**src/rtl/acondicionador_botones.sv**
```systemverilog
// Pushbutton conditioner for the DPWM frequency selector: per button a 2-FF
// synchroniser, a debounce FSM and a registered single-cycle press pulse.

module acond_boton #(
    parameter int DEBOUNCE_CYCLES = 500000,
    parameter int CNT_W           = 19
) (
    input  logic CLK,
    input  logic RST_N,
    input  logic raw,
    output logic evento,
    output logic estable
);

    typedef enum logic [1:0] {IDLE, PRESS_CHK, HELD, REL_CHK} estado_t;

    localparam logic [CNT_W-1:0] CNT_MAX = CNT_W'(DEBOUNCE_CYCLES - 1);

    estado_t          estado, estado_nxt;
    logic [CNT_W-1:0] cnt, cnt_nxt;
    logic             sync1, s;

    always_ff @(posedge CLK or negedge RST_N) begin
        if (!RST_N) begin
            sync1  <= 1'b0;
            s      <= 1'b0;
            estado <= IDLE;
            cnt    <= '0;
        end else begin
            sync1  <= raw;
            s      <= sync1;
            estado <= estado_nxt;
            cnt    <= cnt_nxt;
        end
    end

    always_comb begin
        estado_nxt = estado;
        cnt_nxt    = cnt;
        evento     = 1'b0;
        case (estado)
            IDLE:      if (s) estado_nxt = PRESS_CHK;
            PRESS_CHK: begin
                if (!s) estado_nxt = IDLE;
                else if (cnt == CNT_MAX) begin
                    estado_nxt = HELD;
                    evento     = 1'b1;
                end else cnt_nxt = cnt + CNT_W'(1);
            end
            HELD:      if (!s) estado_nxt = REL_CHK;
            REL_CHK: begin
                if (s) estado_nxt = HELD;
                else if (cnt == CNT_MAX) estado_nxt = IDLE;
                else cnt_nxt = cnt + CNT_W'(1);
            end
            default:   estado_nxt = IDLE;
        endcase
        // Every state change starts the next debounce window from zero.
        if (estado_nxt != estado) cnt_nxt = '0;
    end

    assign estable = (estado == HELD) || (estado == REL_CHK);

endmodule

module acondicionador_botones #(
    parameter int DEBOUNCE_CYCLES = 500000,
    parameter int CNT_W           = 19
) (
    input  logic       CLK,
    input  logic       RST_N,
    input  logic       enable,
    input  logic       boton_up_raw,
    input  logic       boton_down_raw,
    output logic       pulso_aumento,
    output logic       pulso_disminuye,
    output logic [1:0] boton_estable
);

    logic [1:0] raw;
    logic [1:0] evento;

    assign raw = {boton_down_raw, boton_up_raw};

    for (genvar i = 0; i < 2; i++) begin : g_boton
        acond_boton #(
            .DEBOUNCE_CYCLES(DEBOUNCE_CYCLES),
            .CNT_W          (CNT_W)
        ) u_boton (
            .CLK    (CLK),
            .RST_N  (RST_N),
            .raw    (raw[i]),
            .evento (evento[i]),
            .estable(boton_estable[i])
        );
    end

    // Coincident presses are ambiguous for the counter, so both are dropped.
    always_ff @(posedge CLK or negedge RST_N) begin
        if (!RST_N) begin
            pulso_aumento   <= 1'b0;
            pulso_disminuye <= 1'b0;
        end else begin
            pulso_aumento   <= enable & evento[0] & ~evento[1];
            pulso_disminuye <= enable & evento[1] & ~evento[0];
        end
    end

endmodule

```
**config.mk**
```make
export PLATFORM = sky130hd
export DESIGN_NAME = acondicionador_botones
export DESIGN_NICKNAME = d
export VERILOG_FILES = /design/src/rtl/acondicionador_botones.sv
export SDC_FILE = /design/constraint.sdc
export NUM_CORES = 1
export LEC_CHECK = 0
export ABC_CLOCK_PERIOD_IN_PS = 2150
export BUFFER_PORTS_ARGS = -buffer_cell sky130_fd_sc_hd__buf_2
export CAP_MARGIN = 10
export CORE_ASPECT_RATIO = 0.8
export CORE_MARGIN = 1
export CORE_UTILIZATION = 35
export DETAILED_ROUTE_END_ITERATION = 6
export PLACE_DENSITY = 0.57
export SLEW_MARGIN = 20
export SYNTH_ARGS = -nofsm -noshare
export SYNTH_HDL_FRONTEND = slang
export SYNTH_HIERARCHICAL = 1
export SYNTH_SLANG_ARGS = --single-unit
```
**constraint.sdc**
```tcl
create_clock -name CLK -period 2.15 [get_ports CLK]
set_input_delay 0.43 -clock CLK [delete_from_list [all_inputs] [get_ports CLK]]
set_output_delay 0.43 -clock CLK [all_outputs]
set_load 0.02 [all_outputs]
```
==> metrics.txt <==
status=completed; Num CTS Buffers=5; Area after DPL=2710 um^2; largest stage delay on the critical path=0.67 ns; die outline height=77.9 um; Total Routing Usage GR=0.152; ratio of cells with drive above 1 in the final layout=0.146; hpwl dp=3.72 mm; sum of buffers and inverters on the critical path=0; port bufs=8; FF+latch count, synth=48; Final setup viols=0; DRC Markers=0; max-cap viol count=0; Worst Setup Start Kind=flip-flop; Slew headroom=0.569; Top FF cell, synth=dfrtp_1; largest net degree at the start of global routing=29; CTS root buf=clkbuf_8; worst-path cell chain=ha_1, nand4_1, o41a_2, a41oi_1, a31oi_1; DRC marker count from the first detailed-route iteration=181; most common cell after layout, fill and taps aside=dfrtp_1; Final Power=1.57 mW; antenna-violating nets left=0; starting density of the core=0.364; post-synthesis cell type count=40; n_diodes=0; worst hold slack=0.156 ns; DRT Wirelength=5.21 mm; Final Cell Area=2820 um^2; maximum buffer depth of the clock tree=2; P_leak=1.23 nW; clock slew at reported path FFs=0.09 ns; DR WL/cell=13.9 um; gp weighted congestion=0.835; Pwr Density=557 nW/um^2; setup TNS=0 ns; crit-path max FO=12; sequential element share of the synthesized area=0.477; worst min path class=in -> async; DIE WIDTH=96.8 um; Synth Cell Area=2520 um^2; Crit Path Category=reg -> reg; Critical Path Sink Type=flip-flop; Vias=2,034; Period minus WS final=1.99 ns; WP data required=2.32 ns; worst skew pair latency=0.29 ns; first-pass GRT wire length=9.34 mm; vias in the first global route=1,905; EDFF count, synth=0; synth top area cells=dfrtp_1 (48%), nand3_1 (5.2%), xor2_1 (4.9%); core area=6930 um^2; # hold bufs at CTS=0; Cells after Synth=268; Row Count=27; # nets final=294; top-level I/O count=9; peak supply drop=0.421 mV; commonest non-fill, non-tap cells in the layout=dfrtp_1 (48), nand2_1 (28), nand3_1 (26); skew final=0.00557 ns; Synth Area per Inst=9.39 um^2; crit path DAT=2.16 ns; yosys warns=6; clk sink count=48; Post-Syn Nets=275; Top delay family on crit path=compound AO/OA/AOI/OAI gates; post-placement cell count=367; asr flop ratio synth=1.00; die area=7540 um^2; Cell Count, Final, Fillers Out=375; postcts setup bufs=0; DR vias/cell=5.42; initial antenna violation count=0; cell taking the most area after synthesis=dfrtp_1; Synth top area share=0.477; period utilisation layout=0.926; unrepaired setup endpoints after global routing=false; CTS H-tree depth=2; Crit-path slowest cell=o41a_2; final hold vios=0; worst-margin pin slew=0.646 ns; Pre-antenna DRT Iters=4; Slew Limit Fails=0; Layout area overhead=12.0%; TritonCTS clock tree=done; gr ovfl total=0; fmax=502 MHz
[per-stage QoR]
stage                     worst slack, ns   util
final                               0.158  0.407
after detailed placement           0.0735  0.392
after global routing              0.00159  0.407
after floorplan                     0.406      -
after CTS                          0.0447  0.405
after global placement              0.127  0.392
[flip-flops by register name (all words and copies together) (netlist names)]
| register | cells |
|---|---|
| g_boton.u_boton/cnt | 38 |
| pulso_aumento | 1 |
| g_boton.u_boton/s | 2 |
| pulso_disminuye | 1 |
| g_boton.u_boton/sync1 | 2 |
| g_boton.u_boton/estado | 4 |
[worst paths after layout]
| path | from | endpoint | slack, ns | cells past startpoint |
|---|---|---|---|---|
| max in group asynchronous | RST_N | g_boton[1].u_boton/estado[0] | 1.38 | 2 |
| worst max-delay path | g_boton[0].u_boton/cnt[1] | g_boton[0].u_boton/cnt[11] | 0.16 | 5 |
| min in group CLK | boton_up_raw | g_boton[0].u_boton/sync1 | 0.25 | 1 |
| worst max register to register | g_boton[0].u_boton/cnt[1] | g_boton[0].u_boton/cnt[11] | 0.16 | 5 |
| worst min register to register | g_boton[1].u_boton/sync1 | g_boton[1].u_boton/s | 0.36 | 0 |
| worst min-delay path | RST_N | g_boton[1].u_boton/cnt[8] | 0.16 | 1 |
[synth_stat cells, drive strengths merged, types with 4 or more instances]
cell,n
dfrtp,48
nand2,28
nand3,26
nor2,26
o21ai,20
a21oi,14
xor2,14
nand4,12
inv,8
buf,6
or3,6
and3,4
and3b,4
clkbuf,4
nor4,4
o41ai,4
or4,4
[kinds of logic after synthesis]
group / Yosys count / synth area share
AND/OR/NAND/NOR: 126 / 0.271
multiplexers: 4 / 0.0169
buffers and inverters: 18 / 0.0348
flip-flops: 48 / 0.477
AO/OA/AOI/OAI: 54 / 0.134
adder cells (fa/ha/maj): 2 / 0.00994
XOR/XNOR: 16 / 0.0557
[power breakdown]
part / switching (mW) / leakage [nW] / total (mW) / internal (mW)
combinational: 0.0682 / 0.529 / 0.102 / 0.0337
clock: 0.279 / 0.0455 / 0.542 / 0.263
sequential: 0.0119 / 0.654 / 0.926 / 0.914
total: 0.359 / 1.23 / 1.57 / 1.21
[worst reg2reg max path: cells and delay by family, from the launching register on]
| family | cells | cell delay [ns] |
|---|---|---|
| AOI/OAI and AO/OA | 3 | 0.98 |
| adders and majority gates | 1 | 0.25 |
| DFF | 1 | 0.43 |
| and+or+nand+nor | 1 | 0.22 |
[layer usage]
metal  share of wire  global-route usage  up-vias  routed length (um)
li1                -                   -     1011                   -
met1            0.55               0.237      980                2850
met2            0.40               0.214       41                2100
met3           0.044              0.0261        2                 229
met4          0.0046              0.0418        0                  24
met5               0                   0        -                   0
[layout make-up]
class | instances | area (um^2)
fill | 680 | 4110
clock buffer | 8 | 90.1
multi-input combinational | 202 | 1240
inverter | 8 | 30.0
timing repair buffer | 22 | 145
tap | 87 | 109
sequential | 48 | 1200
[what timing repair did]
item                                    in CTS  in global routing
endpoints found under the hold margin        0                  0
endpoints found under the setup margin       0                 13
resized for setup                            0                  5
No activity file was read; power rests on OpenSTA's default activity.
